===== config.mk =====
export PLATFORM = sky130hd
export DESIGN_NAME = param_proc_core
export DESIGN_NICKNAME = d
export VERILOG_FILES = /design/src/rtl/param_proc_pkg.sv /design/src/rtl/param_proc_alu.sv /design/src/rtl/param_proc_core.sv
export SDC_FILE = /design/constraint.sdc
export NUM_CORES = 1
export LEC_CHECK = 0
export CAP_MARGIN = 5
export CORE_UTILIZATION = 60
export CTS_CLUSTER_SIZE = 40
export DETAILED_ROUTE_END_ITERATION = 10
export PLACE_DENSITY = 0.81
export SYNTH_ARGS = -nofsm -noshare
export SYNTH_HDL_FRONTEND = slang
export SYNTH_SLANG_ARGS = --single-unit

===== constraint.sdc =====
create_clock -name clk -period 9.1 [get_ports clk]
set_clock_uncertainty 0.15 [all_clocks]
set_input_delay 1.82 -clock clk [delete_from_list [all_inputs] [get_ports clk]]
set_output_delay 1.82 -clock clk [all_outputs]
set_load 0.02 [all_outputs]

===== src/rtl/param_proc_pkg.sv =====
`default_nettype none
// ============================================================================
// Module   : param_proc_pkg
// Brief    : Opcodes, condition codes, FSM encoding and instruction fields
//            shared by the parametrised processor core and its ALU.
// Revision : 1.0 - initial release
// ============================================================================
package param_proc_pkg;

    localparam logic [3:0] c_op_add  = 4'b0000;
    localparam logic [3:0] c_op_sub  = 4'b0001;
    localparam logic [3:0] c_op_and  = 4'b0010;
    localparam logic [3:0] c_op_or   = 4'b0011;
    localparam logic [3:0] c_op_xor  = 4'b0100;
    localparam logic [3:0] c_op_shl  = 4'b0101;
    localparam logic [3:0] c_op_shr  = 4'b0110;
    localparam logic [3:0] c_op_ldi  = 4'b0111;
    localparam logic [3:0] c_op_ld   = 4'b1000;
    localparam logic [3:0] c_op_st   = 4'b1001;
    localparam logic [3:0] c_op_jmp  = 4'b1010;
    localparam logic [3:0] c_op_br   = 4'b1011;
    localparam logic [3:0] c_op_halt = 4'b1111;

    localparam logic [1:0] c_cond_al = 2'b00;
    localparam logic [1:0] c_cond_z  = 2'b01;
    localparam logic [1:0] c_cond_n  = 2'b10;
    localparam logic [1:0] c_cond_c  = 2'b11;

    typedef enum logic [2:0] {
        c_st_idle   = 3'd0,
        c_st_fetch  = 3'd1,
        c_st_decode = 3'd2,
        c_st_exec   = 3'd3,
        c_st_mem    = 3'd4,
        c_st_wb     = 3'd5,
        c_st_halt   = 3'd6
    } state_t;

    localparam int c_cond_msb = 15;
    localparam int c_cond_lsb = 14;
    localparam int c_op_msb   = 13;
    localparam int c_op_lsb   = 10;
    localparam int c_rd_msb   = 9;
    localparam int c_rd_lsb   = 7;
    localparam int c_rs1_msb  = 6;
    localparam int c_rs1_lsb  = 4;
    localparam int c_rs2_msb  = 3;
    localparam int c_rs2_lsb  = 1;
    localparam int c_imm_msb  = 6;
    localparam int c_imm_lsb  = 0;

    function automatic logic cond_pass(input logic [1:0] cond, input logic z,
                                       input logic n, input logic c);
        logic ok;
        case (cond)
            c_cond_al: ok = 1'b1;
            c_cond_z:  ok = z;
            c_cond_n:  ok = n;
            c_cond_c:  ok = c;
            default:   ok = 1'b1;
        endcase
        return ok;
    endfunction

    // Ops 0000-0110 are the only ones that touch the flag register
    function automatic logic is_alu_op(input logic [3:0] op);
        return (op <= c_op_shr);
    endfunction

endpackage
`default_nettype wire


===== src/rtl/param_proc_alu.sv =====
`default_nettype none
// ============================================================================
// Module   : param_proc_alu
// Brief    : Combinational DATA_W-wide ALU producing result and Z/N/C/V.
// Revision : 1.0 - initial release
// ============================================================================
module param_proc_alu
    import param_proc_pkg::*;
#(
    parameter int DATA_W = 16
) (
    input  logic [3:0]        i_op,
    input  logic [DATA_W-1:0] i_a,
    input  logic [DATA_W-1:0] i_b,
    output logic [DATA_W-1:0] o_y,
    output logic              o_z,
    output logic              o_n,
    output logic              o_c,
    output logic              o_v
);

    localparam int c_msb = DATA_W - 1;

    logic [DATA_W:0] w_sum;

    always_comb begin
        w_sum = '0;
        o_y   = '0;
        o_c   = 1'b0;
        o_v   = 1'b0;
        case (i_op)
            c_op_add: begin
                w_sum = {1'b0, i_a} + {1'b0, i_b};
                o_y   = w_sum[c_msb:0];
                o_c   = w_sum[DATA_W];
                o_v   = (i_a[c_msb] == i_b[c_msb]) && (o_y[c_msb] != i_a[c_msb]);
            end
            c_op_sub: begin
                // a + ~b + 1: carry out is the no-borrow indication
                w_sum = {1'b0, i_a} + {1'b0, ~i_b} + {{DATA_W{1'b0}}, 1'b1};
                o_y   = w_sum[c_msb:0];
                o_c   = w_sum[DATA_W];
                o_v   = (i_a[c_msb] != i_b[c_msb]) && (o_y[c_msb] != i_a[c_msb]);
            end
            c_op_and: o_y = i_a & i_b;
            c_op_or:  o_y = i_a | i_b;
            c_op_xor: o_y = i_a ^ i_b;
            c_op_shl: begin
                o_y = {i_a[c_msb-1:0], 1'b0};
                o_c = i_a[c_msb];
            end
            c_op_shr: begin
                o_y = {1'b0, i_a[c_msb:1]};
                o_c = i_a[0];
            end
            default: ;
        endcase
    end

    assign o_z = (o_y == '0);
    assign o_n = o_y[c_msb];

endmodule
`default_nettype wire


===== src/rtl/param_proc_core.sv =====
`default_nettype none
// ============================================================================
// Module   : param_proc_core
// Brief    : Multi-cycle parametrised processor with handshaked instruction
//            and data memory ports and conditional execution.
// Revision : 1.0 - initial release
// ============================================================================
module param_proc_core
    import param_proc_pkg::*;
#(
    parameter int DATA_W  = 16,
    parameter int PC_W    = 10,
    parameter int DMEM_AW = 7
) (
    input  logic               clk,
    input  logic               rst,
    input  logic               start,
    output logic               imem_req,
    output logic [PC_W-1:0]    imem_addr,
    input  logic [15:0]        imem_rdata,
    input  logic               imem_vld,
    output logic               dmem_req,
    output logic               dmem_we,
    output logic [DMEM_AW-1:0] dmem_addr,
    output logic [DATA_W-1:0]  dmem_wdata,
    input  logic [DATA_W-1:0]  dmem_rdata,
    input  logic               dmem_vld,
    output logic [DATA_W-1:0]  result,
    output logic               zero,
    output logic               negative,
    output logic               carry,
    output logic               overflow,
    output logic               retire,
    output logic               halted,
    output logic               busy
);

    state_t            r_state;
    logic [PC_W-1:0]   r_pc;
    logic [15:0]       r_instr;
    logic [DATA_W-1:0] r_rf [8];
    logic [DATA_W-1:0] r_a;
    logic [DATA_W-1:0] r_b;
    logic [DATA_W-1:0] r_ld;
    logic [DATA_W-1:0] r_result;
    logic              r_z, r_n, r_c, r_v;
    logic              r_imem_req, r_dmem_req, r_dmem_we;
    logic              r_retire, r_halted, r_busy;

    logic [1:0]        w_cond;
    logic [3:0]        w_op;
    logic [2:0]        w_rd, w_rs1, w_rs2;
    logic [6:0]        w_imm;
    logic [DATA_W-1:0] w_alu_y;
    logic              w_alu_z, w_alu_n, w_alu_c, w_alu_v;
    logic [DATA_W-1:0] w_wb_data;
    logic [PC_W-1:0]   w_pc_inc, w_br_pc, w_jmp_pc;

    assign w_cond = r_instr[c_cond_msb:c_cond_lsb];
    assign w_op   = r_instr[c_op_msb:c_op_lsb];
    assign w_rd   = r_instr[c_rd_msb:c_rd_lsb];
    assign w_rs1  = r_instr[c_rs1_msb:c_rs1_lsb];
    assign w_rs2  = r_instr[c_rs2_msb:c_rs2_lsb];
    assign w_imm  = r_instr[c_imm_msb:c_imm_lsb];

    assign w_pc_inc = r_pc + PC_W'(1);
    // r_pc still holds the branch's own address until it retires
    assign w_br_pc  = r_pc + PC_W'($signed(w_imm));

    generate
        if (PC_W <= DATA_W) begin : g_jmp_narrow
            assign w_jmp_pc = r_a[PC_W-1:0];
        end else begin : g_jmp_wide
            assign w_jmp_pc = {{(PC_W-DATA_W){1'b0}}, r_a};
        end
    endgenerate

    param_proc_alu #(
        .DATA_W (DATA_W)
    ) u_alu (
        .i_op (w_op),
        .i_a  (r_a),
        .i_b  (r_b),
        .o_y  (w_alu_y),
        .o_z  (w_alu_z),
        .o_n  (w_alu_n),
        .o_c  (w_alu_c),
        .o_v  (w_alu_v)
    );

    always_comb begin
        w_wb_data = w_alu_y;
        if (w_op == c_op_ldi) begin
            w_wb_data = {{(DATA_W-7){1'b0}}, w_imm};
        end else if (w_op == c_op_ld) begin
            w_wb_data = r_ld;
        end
    end

    always_ff @(posedge clk or posedge rst) begin
        if (rst) begin
            r_state    <= c_st_idle;
            r_pc       <= '0;
            r_instr    <= '0;
            r_a        <= '0;
            r_b        <= '0;
            r_ld       <= '0;
            r_result   <= '0;
            r_z        <= 1'b0;
            r_n        <= 1'b0;
            r_c        <= 1'b0;
            r_v        <= 1'b0;
            r_imem_req <= 1'b0;
            r_dmem_req <= 1'b0;
            r_dmem_we  <= 1'b0;
            r_retire   <= 1'b0;
            r_halted   <= 1'b0;
            r_busy     <= 1'b0;
            for (int i = 0; i < 8; i++) begin
                r_rf[i] <= '0;
            end
        end else begin
            r_retire <= 1'b0;
            case (r_state)
                c_st_idle: begin
                    if (start) begin
                        r_state    <= c_st_fetch;
                        r_imem_req <= 1'b1;
                        r_busy     <= 1'b1;
                    end
                end
                c_st_fetch: begin
                    if (imem_vld) begin
                        r_instr    <= imem_rdata;
                        r_imem_req <= 1'b0;
                        r_state    <= c_st_decode;
                    end
                end
                c_st_decode: begin
                    r_a <= r_rf[w_rs1];
                    r_b <= r_rf[w_rs2];
                    if (!cond_pass(w_cond, r_z, r_n, r_c)) begin
                        r_pc       <= w_pc_inc;
                        r_retire   <= 1'b1;
                        r_imem_req <= 1'b1;
                        r_state    <= c_st_fetch;
                    end else if (w_op == c_op_halt) begin
                        r_state  <= c_st_halt;
                        r_halted <= 1'b1;
                        r_busy   <= 1'b0;
                    end else begin
                        r_state <= c_st_exec;
                    end
                end
                c_st_exec: begin
                    if (is_alu_op(w_op) || w_op == c_op_ldi) begin
                        r_state <= c_st_wb;
                    end else if (w_op == c_op_ld || w_op == c_op_st) begin
                        r_dmem_req <= 1'b1;
                        r_dmem_we  <= (w_op == c_op_st);
                        r_state    <= c_st_mem;
                    end else begin
                        if (w_op == c_op_jmp) begin
                            r_pc <= w_jmp_pc;
                        end else if (w_op == c_op_br) begin
                            r_pc <= w_br_pc;
                        end else begin
                            r_pc <= w_pc_inc;
                        end
                        r_retire   <= 1'b1;
                        r_imem_req <= 1'b1;
                        r_state    <= c_st_fetch;
                    end
                end
                c_st_mem: begin
                    if (dmem_vld) begin
                        r_dmem_req <= 1'b0;
                        if (r_dmem_we) begin
                            r_pc       <= w_pc_inc;
                            r_retire   <= 1'b1;
                            r_imem_req <= 1'b1;
                            r_state    <= c_st_fetch;
                        end else begin
                            r_ld    <= dmem_rdata;
                            r_state <= c_st_wb;
                        end
                    end
                end
                c_st_wb: begin
                    r_rf[w_rd] <= w_wb_data;
                    r_result   <= w_wb_data;
                    if (is_alu_op(w_op)) begin
                        r_z <= w_alu_z;
                        r_n <= w_alu_n;
                        r_c <= w_alu_c;
                        r_v <= w_alu_v;
                    end
                    r_pc       <= w_pc_inc;
                    r_retire   <= 1'b1;
                    r_imem_req <= 1'b1;
                    r_state    <= c_st_fetch;
                end
                c_st_halt: r_state <= c_st_halt;
                default:   r_state <= c_st_idle;
            endcase
        end
    end

    assign imem_req   = r_imem_req;
    assign imem_addr  = r_pc;
    assign dmem_req   = r_dmem_req;
    assign dmem_we    = r_dmem_we;
    assign dmem_addr  = r_a[DMEM_AW-1:0];
    assign dmem_wdata = r_b;
    assign result     = r_result;
    assign zero       = r_z;
    assign negative   = r_n;
    assign carry      = r_c;
    assign overflow   = r_v;
    assign retire     = r_retire;
    assign halted     = r_halted;
    assign busy       = r_busy;

endmodule
`default_nettype wire


### Yosys cells after proc, flatten, opt, wreduce, memory -nomap -nowiden

Index checks and enable logic that the tools add are counted.

* register bits after elaboration: 231
* output and inout port bits: 59
* word-level logic and storage cells: 156

* add/subtract/negate cells: 5
* magnitude comparators: 5
* eq/ne operators: 35
* mux-type cells: 54
* bitwise gates (word level): 9
* reductions and logical operators: 23

Operator list (number)
* bitwise mux 128 bit: 1
* 2-to-1 mux 16 bit: 7
* one-hot mux 16 bit (7 select lines): 1
* binary-select mux 16 bit (select 3 bit): 2
* 2-to-1 mux 10 bit: 7
* demux 16 bit (select 3 bit): 1
* one-hot mux 10 bit (4 select lines): 1
* adder 16 x 16 -> 17 bit: 2
* 2-to-1 mux 3 bit: 8
* one-hot mux 3 bit (7 select lines): 1
* equality test 4 bit (second input constant): 5
* inequality test 2 bit (second input constant): 10
* 2-to-1 mux 1 bit: 18
* adder 17 x 1 -> 17 bit (second input constant): 1
* AND 16 bit: 1
* equality test 4 x 3 -> 1 bit (second input constant): 4
* zero test 16 bit: 1
* inverter 16 bit: 1
* OR 16 bit: 1
* XOR 16 bit: 1
* >= comparator 4 bit (second input constant): 3
* inverter 3 -> 4 bit: 3
* one-hot mux 1 bit (4 select lines): 3
* AND reduction 3 bit: 4
* other kinds (28): 44

### Logic depth before layout (Yosys ltp)

Gate-level depths: netlist of run 1.

* word-level depth: 7
* mapped depth: 13
* gate-level depth less buffers: 13

### Cells and area by module

Synthesis of run 1 repeated with hierarchy kept, for this count alone.

* cells, all modules: 1497
* area total of the unflattened synthesis: 14632.8 µm²

By module, submodules not included
* param_proc_core: times used 1, cells an instance 1064, area each 11721.2 µm², seq. area each 5780.5 µm²
* param_proc_alu: times used 1, cells an instance 433, area each 2911.5 µm², seq. area each 0.0 µm²

### Worst setup path before layout of run 1

OpenSTA, ideal clock, no wires.

* kind: reg2reg
* from: register r_b[0] (netlist: dmem_wdata[0])
* to: register r_z (netlist: zero)
* library setup time: 0.092 ns
* arrival: 3.274 ns
* required time: 8.858 ns
* slack: 5.585 ns
* cell stages (with the launch flop): 13
* buffers on the path: 0
* cells stage by stage: dfrtp_1 > ha_1 > inv_1 > fa_1 > nand2b_1 > a211oi_1 > o22a_1 > a2bb2oi_1 > nor4b_1 > or3_1 > a211o_1 > or4_4 > o31ai_2

* cells in the longest elaborated chain, start to end: 5

Ends and longest elaborated chain
* start, declared: RTL line param_proc_core.sv:43 `logic [DATA_W-1:0] r_b;`
* start signal, assigned: RTL line param_proc_core.sv:141 `r_b <= r_rf[w_rs2];`
* inverter 16 bit: RTL line param_proc_alu.sv:40 `w_sum = {1'b0, i_a} + {1'b0, ~i_b} + {{DATA_W{1'b0}}, 1'b1};`
* adder 16 x 16 -> 17 bit: RTL line param_proc_alu.sv:40
* adder 17 x 1 -> 17 bit: RTL line param_proc_alu.sv:40
* one-hot mux 16 bit (7 select lines) *: RTL line param_proc_alu.sv:31 `case (i_op)`
* zero test 16 bit *: RTL line param_proc_alu.sv:60 `assign o_z = (o_y == '0);`
* end signal, assigned: RTL line param_proc_core.sv:193 `r_z <= w_alu_z;`
* end, declared: RTL line param_proc_core.sv:46 `logic r_z, r_n, r_c, r_v;`

Every way passes the cells marked *; elsewhere a longest branch is shown, timed or not.
A chain may end at the register's enable or synchronous reset.

### Final worst setup path of run 1

* from: register r_instr[10]
* to: register r_z (netlist: zero)

* cells in the longest elaborated chain, start to end: 3

Ends and longest elaborated chain
* start, declared: RTL line param_proc_core.sv:40 `logic [15:0] r_instr;`
* start signal, assigned: RTL line param_proc_core.sv:134 `r_instr <= imem_rdata;`
* equality test 4 x 3 -> 1 bit (tied with other cells): RTL line param_proc_alu.sv:31
* one-hot mux 16 bit (7 select lines): RTL line param_proc_alu.sv:31
* zero test 16 bit: RTL line param_proc_alu.sv:60

Several ways; a longest one is shown, not always the timed one.

==> results of run 1 <==
## worst min path at each step
| stage | endpoint | slack (ns) | depth (start not counted) |
|---|---|---|---|
| final | halted$_DFFE_PP0P_ | 0.31 | 1 |
| after global routing | halted$_DFFE_PP0P_ | 0.34 | 1 |
| after CTS | halted$_DFFE_PP0P_ | 0.31 | 1 |
| after detailed placement | halted$_DFFE_PP0P_ | 0.30 | 1 |
| after global placement | halted$_DFFE_PP0P_ | 0.29 | 1 |
| after floorplan | r_rf[100]$_DFFE_PP0P_ | 0.31 | 2 |
## area by class of cell
cell class              count  area share (%)
clock buffers              36            4.45
clock inverters             7           0.481
inverters                  60            1.44
multi-input cells        1038            48.4
flip-flops and latches    231            35.9
well taps                 313            2.43
repair buffers            116            6.88
## per-layer routing
layer  part of all wire, %  global-route usage, %
met1                    40                   45.7
met2                    48                   55.1
met3                   8.8                   6.02
met4                   3.5                   13.0
met5                     0                      0
## placed cells by master, fill, tap and decap left out, types with 9 or more instances in the layout
| cell | n |
|---|---|
| nor3_1 | 24 |
| dfrtp_1 | 229 |
| buf_4 | 21 |
| mux2_2 | 60 |
| a22oi_1 | 11 |
| a211oi_1 | 10 |
| o21ai_0 | 127 |
| nand2b_1 | 12 |
| clkdlybuf4s50_1 | 95 |
| nand3_1 | 16 |
| inv_1 | 58 |
| xnor2_1 | 10 |
| a21o_1 | 12 |
| a31oi_1 | 9 |
| mux4_2 | 64 |
| nor2b_1 | 12 |
| nor2_1 | 128 |
| nand2_1 | 135 |
| a221oi_1 | 11 |
| mux2i_1 | 38 |
| a21oi_1 | 140 |
| ha_1 | 63 |
| clkbuf_16 | 25 |
## per-stage QoR
stage	utilization [%]	hold slack (ns)	setup WS, ns	total power, mW
2_1_floorplan	-	0.311	0.797	4.51
3_3_place_gp	67.1	0.289	4.80	5.64
3_5_place_dp	67.1	0.301	4.79	5.74
4_1_cts	70.5	0.312	4.95	6.77
5_1_grt	70.5	0.337	4.56	7.25
6_report	70.5	0.312	4.88	6.83
## worst reg2reg max path, stage by stage (launching register included)
cell,delay (ns)
dfrtp_1,0.99
or4_1,0.88
o22a_1,0.27
mux2i_1,0.06
a2111oi_0,0.62
nand4_1,0.16
nor3_1,0.28
nand3_1,0.11
or4_4,0.42
o31ai_2,0.21
## sequential cells by signal (all words and copies together) (netlist names), 3 cells and up
register / cells
r_state: 3
dmem_wdata: 16
r_a: 16
result: 16
r_instr: 16
r_rf: 128
imem_addr: 10
r_ld: 16
## cell families (layout without fill, tap and decap cells)
| kind of cell | count (synthesis) | in the layout | share of synthesized area (%) |
|---|---|---|---|
| muxes | 162 | 162 | 17.7 |
| buffers and inverters | 154 | 219 | 4.33 |
| xor gates and xnor gates | 14 | 14 | 0.867 |
| and+or+nand+nor | 386 | 386 | 12.5 |
| AOI/OAI and AO/OA | 410 | 410 | 17.8 |
| adders and majority gates | 66 | 66 | 6.00 |
| DFF | 231 | 231 | 40.9 |
## power by group through the flow
| stage | Combinational (mW) | Clock, mW | Sequential (mW) |
|---|---|---|---|
| final | 3.91 | 0.997 | 1.92 |
| after global routing | 4.25 | 1.04 | 1.97 |
| after CTS | 3.87 | 1.00 | 1.90 |
| after detailed placement | 3.83 | 0 | 1.91 |
| after global placement | 3.76 | 0 | 1.88 |
| after floorplan | 2.72 | 0 | 1.80 |
==> impl_metrics.env, run 1 <==
export IMPL_status="complete, no violations"
export IMPL_groute_usage_overall_pct=33.9
export IMPL_top_family_by_delay_on_critical_path="simple AND/OR/NAND/NOR gates"
export IMPL_yosysTopAreaCellShare_pct=40.9
export IMPL_floorplan_core_area_sq_um=22800
export IMPL_worstSkewPairLatency_ns=0.55
export IMPL_cts_tree="done"
export IMPL_ant_nets=0
export IMPL_post_layout_nonfiller_instances=1801
export IMPL_avgRoutedWirePerCell_um=21.9
export IMPL_arrival_ns=4.53
export IMPL_io_pins=96
export IMPL_count_of_final_hold_check_violations=0
export IMPL_pwr_density_cell_nw_per_um2=424
export IMPL_tns_ns=0
export IMPL_finalCritPeriodShare_pct=46.3
export IMPL_die_area_sq_um=24200
export IMPL_finalCriticalPeriod_ns=4.22
export IMPL_num_rows=55
export IMPL_drive_above_1_share_pct=14.3
export IMPL_antenna_found_initial=0
export IMPL_worst_setup_path_type="flip-flop to flip-flop"
export IMPL_type_of_origin_of_the_critical_path="flip-flop"
export IMPL_switching_share_pct=47.8
export IMPL_mappedNetlistNets=1526
export IMPL_worst_slew_pin_transition_ns=1.21
export IMPL_first_pass_iteration_count_of_the_detailed_router=6
export IMPL_first_global_vias=11700
export IMPL_cp_startpoint="r_instr[10]$_DFFE_PP0P_"
export IMPL_synth_top_cells_by_area="dfrtp_1 (41%), mux4_2 (10%), ha_1 (5.6%)"
export IMPL_post_cts_resized_instances=0
export IMPL_yosysWarnings=0
export IMPL_antenna_diode_count=0
export IMPL_cp_cell_sequence="or4_1 -> o22a_1 -> mux2i_1 -> a2111oi_0 -> nand4_1 -> nor3_1 -> nand3_1 -> or4_4 -> o31ai_2"
export IMPL_drv_slew=0
export IMPL_remaining_drcs=0
export IMPL_pin_count_of_the_biggest_net_entering_global_routing=154
export IMPL_synth_yosys_seq_area_share_pct=40.9
export IMPL_grt_first_pass_wirelength_um=63200
export IMPL_regToRegStartpoint="r_instr[10]$_DFFE_PP0P_"
export IMPL_dpl_hpwl_um=26600
export IMPL_place_gp_congestion=0.942
export IMPL_clock_tree_htree_level_count=1
export IMPL_area_growth_synth_to_final_pct=14.0
export IMPL_drt_first_iter_violations=1088
export IMPL_timing_reg2reg_setup_slack_ns=4.88
export IMPL_worst_ep_required_time_ns=9.42
export IMPL_height_of_the_die_um=156
export IMPL_clockBufferDepth=3
export IMPL_cts_num_sinks=231
export IMPL_clock_root_buffer="clkbuf_16"
export IMPL_vias=11800
export IMPL_path_clk_slew_ns=0.06
export IMPL_pwr_share_clk_pct=14.6
export IMPL_slew_headroom_pct=19.5
export IMPL_netlist_top_cell_by_area="dfrtp_1"
export IMPL_postSynthCellCount=1423
export IMPL_post_synth_most_frequent_cells="dfrtp_1 (231), a21oi_1 (140), nand2_1 (135)"
export IMPL_cell_internal_pwr_mw=3.56
export IMPL_synthMostInstantiatedCell="dfrtp_1"
export IMPL_post_route_cell_area_sq_um=16100
export IMPL_critical_path_max_stage_delay_ns=0.99
export IMPL_port_buffer_count=95
export IMPL_initial_core_util_pct=61.9
export IMPL_number_of_synthesized_register_bits=231
export IMPL_fillers=1738
export IMPL_psw_mw=3.26
export IMPL_detailed_place_area_sq_um=15300
export IMPL_min_from="halted$_DFFE_PP0P_"
export IMPL_critical_path_slowest_cell="dfrtp_1"
export IMPL_r2r_cells=9
export IMPL_timing_fmax_mhz=237
export IMPL_die_w_um=156
export IMPL_netlist_cell_type_count=78
export IMPL_syn_area_sq_um=14100
export IMPL_average_vias_per_placed_instance=6.58
export IMPL_sequential_share_of_power_pct=28.1
export IMPL_finalWirelength_um=39500
export IMPL_synth_flop_cell="dfrtp_1"
export IMPL_worst_setup_end_kind="flip-flop"
export IMPL_worst_path_max_fanout=31
export IMPL_ctsHoldBuffers=0
export IMPL_power_frac_comb_pct=57.3
export IMPL_tritoncts_num_buffers=25
export IMPL_timing_critical_path_to="zero$_DFFE_PP0P_"
export IMPL_globalRouteOverflowTotal=0
export IMPL_grt_setup_unrepaired="no"
export IMPL_multi_input_area_sq_um=7810
export IMPL_place_inst=1758
export IMPL_post_synthesis_mean_instance_area_sq_um=9.94
export IMPL_irDropWorstVdd_v=0.000238
export IMPL_static_leakage_power_nw=6.99
export IMPL_report_final_setup_viol=0
export IMPL_async_flop_share_pct=100
export IMPL_critPathBufInv=0
export IMPL_min_path_type="flip-flop to flip-flop"
export IMPL_num_nets_final=1575
export IMPL_cts_setup_buffers=0
export IMPL_critical_path_reg2reg_endpoint="zero$_DFFE_PP0P_"
export IMPL_crit_cells=9
export IMPL_drv_cap=0
export IMPL_synth_edff_count=0
export IMPL_register_area_sq_um=5780
Note: power is estimated with default switching activity, not from simulation.
==> inputs of run 2 (changes only) <==
Settings changed: CORE_UTILIZATION 60 to 54, PLACE_DENSITY 0.81 to 0.77.
Clock period 9.1 ns to 3.6 ns, I/O delays scaled along.
==> run 2 against run 1 <==
Net effect:
- sequential cell count did not move
- critical endpoint unchanged
- largest power group unchanged
- cell count grew 7.2%
- core utilization is 2.7 points lower
- count of clock-buffer cells in the layout down 6
- non-clock buffer count rose by 110
- design area increased by 6.9%
- highest routed layer unchanged
- global-route usage down 0.71 points
- first-iteration DRC count increased by 7.5%
- clock power rose to 2.9 times the previous value
- register-to-register slack worse by 4.8 ns
- total power increased to 2.9 times the previous value
- critical path type unchanged
- combinational power rose to 3.1 times the previous value
==> impl_metrics.env, run 2 (synthesized netlist as in run 1, its figures left out) <==
export IMPL_status="complete, no violations"
export IMPL_first_global_vias=12100
export IMPL_average_vias_per_placed_instance=6.33
export IMPL_post_layout_nonfiller_instances=1930
export IMPL_slew_headroom_pct=29.7
export IMPL_ctsHoldBuffers=0
export IMPL_clock_tree_htree_level_count=1
export IMPL_initial_core_util_pct=55.7
export IMPL_timing_reg2reg_setup_slack_ns=0.08
export IMPL_vias=12200
export IMPL_worst_path_max_fanout=3
export IMPL_area_growth_synth_to_final_pct=21.9
export IMPL_report_final_setup_viol=0
export IMPL_regMostFlops="r_rf"
export IMPL_clock_root_buffer="clkbuf_16"
export IMPL_pwr_density_cell_nw_per_um2=1130
export IMPL_critical_path_slowest_cell="or4_4"
export IMPL_height_of_the_die_um=164
export IMPL_largest_register_ff_count=128
export IMPL_tns_ns=0
export IMPL_finalWirelength_um=43300
export IMPL_grt_setup_unrepaired="yes"
export IMPL_final_common_cell="dfrtp_1"
export IMPL_antenna_found_initial=0
export IMPL_r2r_cells=13
export IMPL_drv_slew=0
export IMPL_finalCriticalPeriod_ns=3.52
export IMPL_drt_first_iter_violations=1170
export IMPL_grt_first_pass_wirelength_um=67900
export IMPL_cp_cell_sequence="inv_1 -> ha_1 -> a2111oi_0 -> buf_4 -> o21ai_0 -> buf_4 -> a21boi_0 -> buf_4 -> nor3_1 -> a211oi_1 -> a21oi_1 -> or4_4 -> o31ai_4"
export IMPL_drv_cap=0
export IMPL_cpMostUsedCell="buf_4"
export IMPL_num_nets_final=1685
export IMPL_finalHoldWorstSlack_ns=0.325
export IMPL_dpl_hpwl_um=30700
export IMPL_floorplan_core_area_sq_um=25400
export IMPL_io_pins=96
export IMPL_pin_count_of_the_biggest_net_entering_global_routing=98
export IMPL_ant_nets=0
export IMPL_drive_above_1_share_pct=21.7
export IMPL_port_buffer_count=95
export IMPL_min_path_type="flip-flop to flip-flop"
export IMPL_remaining_drcs=0
export IMPL_antenna_diode_count=0
export IMPL_arrival_ns=3.82
export IMPL_worst_setup_end_kind="flip-flop"
export IMPL_worst_ep_required_time_ns=3.89
export IMPL_finalCritPeriodShare_pct=97.9
export IMPL_type_of_origin_of_the_critical_path="flip-flop"
export IMPL_worst_slew_pin_transition_ns=1.04
export IMPL_cts_tree="done"
export IMPL_critical_path_reg2reg_endpoint="zero$_DFFE_PP0P_"
export IMPL_hold_path_endpoint="halted$_DFFE_PP0P_"
export IMPL_groute_usage_overall_pct=33.2
export IMPL_cts_num_sinks=231
export IMPL_die_w_um=164
export IMPL_first_pass_iteration_count_of_the_detailed_router=7
export IMPL_num_rows=58
export IMPL_min_from="halted$_DFFE_PP0P_"
export IMPL_worst_setup_path_type="flip-flop to flip-flop"
export IMPL_count_of_final_hold_check_violations=0
export IMPL_globalRouteOverflowTotal=0
export IMPL_irDropWorstVdd_v=0.000530
export IMPL_timing_fmax_mhz=284
export IMPL_die_area_sq_um=26800
export IMPL_regToRegStartpoint="dmem_wdata[6]$_DFFE_PP0P_"
export IMPL_fillers=1958
export IMPL_static_leakage_power_nw=7.60
export IMPL_place_inst=1882
export IMPL_path_clk_slew_ns=0.07
export IMPL_avgRoutedWirePerCell_um=22.4
export IMPL_critical_path_max_stage_delay_ns=0.57
export IMPL_clockBufferDepth=3
export IMPL_worstSkewPairLatency_ns=0.53
export IMPL_most_common_layout_cells="dfrtp_1 (229), a21oi_1 (139), nand2_1 (135), buf_4 (129), nor2_1 (128)"
export IMPL_worst_hold_path_num_cells=1
export IMPL_tritoncts_num_buffers=25
export IMPL_place_gp_congestion=1.05
-- run 2: layout make-up --
cell class                      count  area (sq um)  share of cell area (%)
Inverter                           60           229                    1.33
Clock inverter                     15           244                    1.42
Sequential cell                   231          5780                    33.6
Tap cell                          330           413                    2.40
Multi-Input combinational cell   1038          7940                    46.1
Timing Repair Buffer              226          1960                    11.4
Clock buffer                       30           664                    3.85
-- run 2: metrics by stage --
step	area, sq um	power, mW	worst slack [ns]	util, %
6_report	17200	19.5	0.0753	67.9
5_1_grt	17200	20.6	-0.0812	67.9
4_1_cts	17100	18.9	0.00828	67.3
3_5_place_dp	16200	15.9	-0.0659	63.7
3_3_place_gp	16200	15.8	0.00952	63.7
2_1_floorplan	14100	11.4	-0.292	-
-- run 2: how the worst max path moves through the flow --
stage | cells after the start | end | from
3_3_place_gp | 12 | result[5]$_DFFE_PP0P_ | r_a[1]$_DFFE_PP0P_
4_1_cts | 12 | r_rf[93]$_DFFE_PP0P_ | r_a[0]$_DFFE_PP0P_
2_1_floorplan | 1 | busy$_DFFE_PP0P_ | rst
6_report | 13 | zero$_DFFE_PP0P_ | dmem_wdata[6]$_DFFE_PP0P_
3_5_place_dp | 12 | zero$_DFFE_PP0P_ | r_a[0]$_DFFE_PP0P_
5_1_grt | 11 | zero$_DFFE_PP0P_ | dmem_wdata[7]$_DFFE_PP0P_
-- run 2: repair_timing --
| item | in CTS | in global routing |
|---|---|---|
| setup buffers | 0 | 3 |
| gates resized for setup | 5 | 25 |
| endpoints found under the hold margin | 0 | 0 |
| pin swaps | 0 | 6 |
| endpoints found under the setup margin | 4 | 32 |
-- run 2: critical path: cells and delay by family (launching register included) --
kind	cells	cell delay, ns
AND/OR/NAND/NOR	2	0.61
buffers and inverters	4	0.61
AO/OA/AOI/OAI	6	1.40
adder cells (fa/ha/maj)	1	0.30
flip-flops	1	0.38
-- run 2: power by group --
part	total (mW)	internal [mW]	switching, mW
clock	2.85	1.76	1.09
combinational	12.1	5.22	6.88
sequential	4.50	3.55	0.954
total	19.5	10.5	8.93
-- run 2: per-layer routing --
metal / routed length [um] / part of all wire [%] / vias to the layer above / GRT usage, %
li1: - / - / 5500 / -
met1: 18100 / 42 / 6072 / 45.9
met2: 20000 / 46 / 548 / 52.4
met3: 3830 / 8.8 / 100 / 6.87
met4: 1340 / 3.1 / 0 / 10.9
met5: 0 / 0 / - / 0
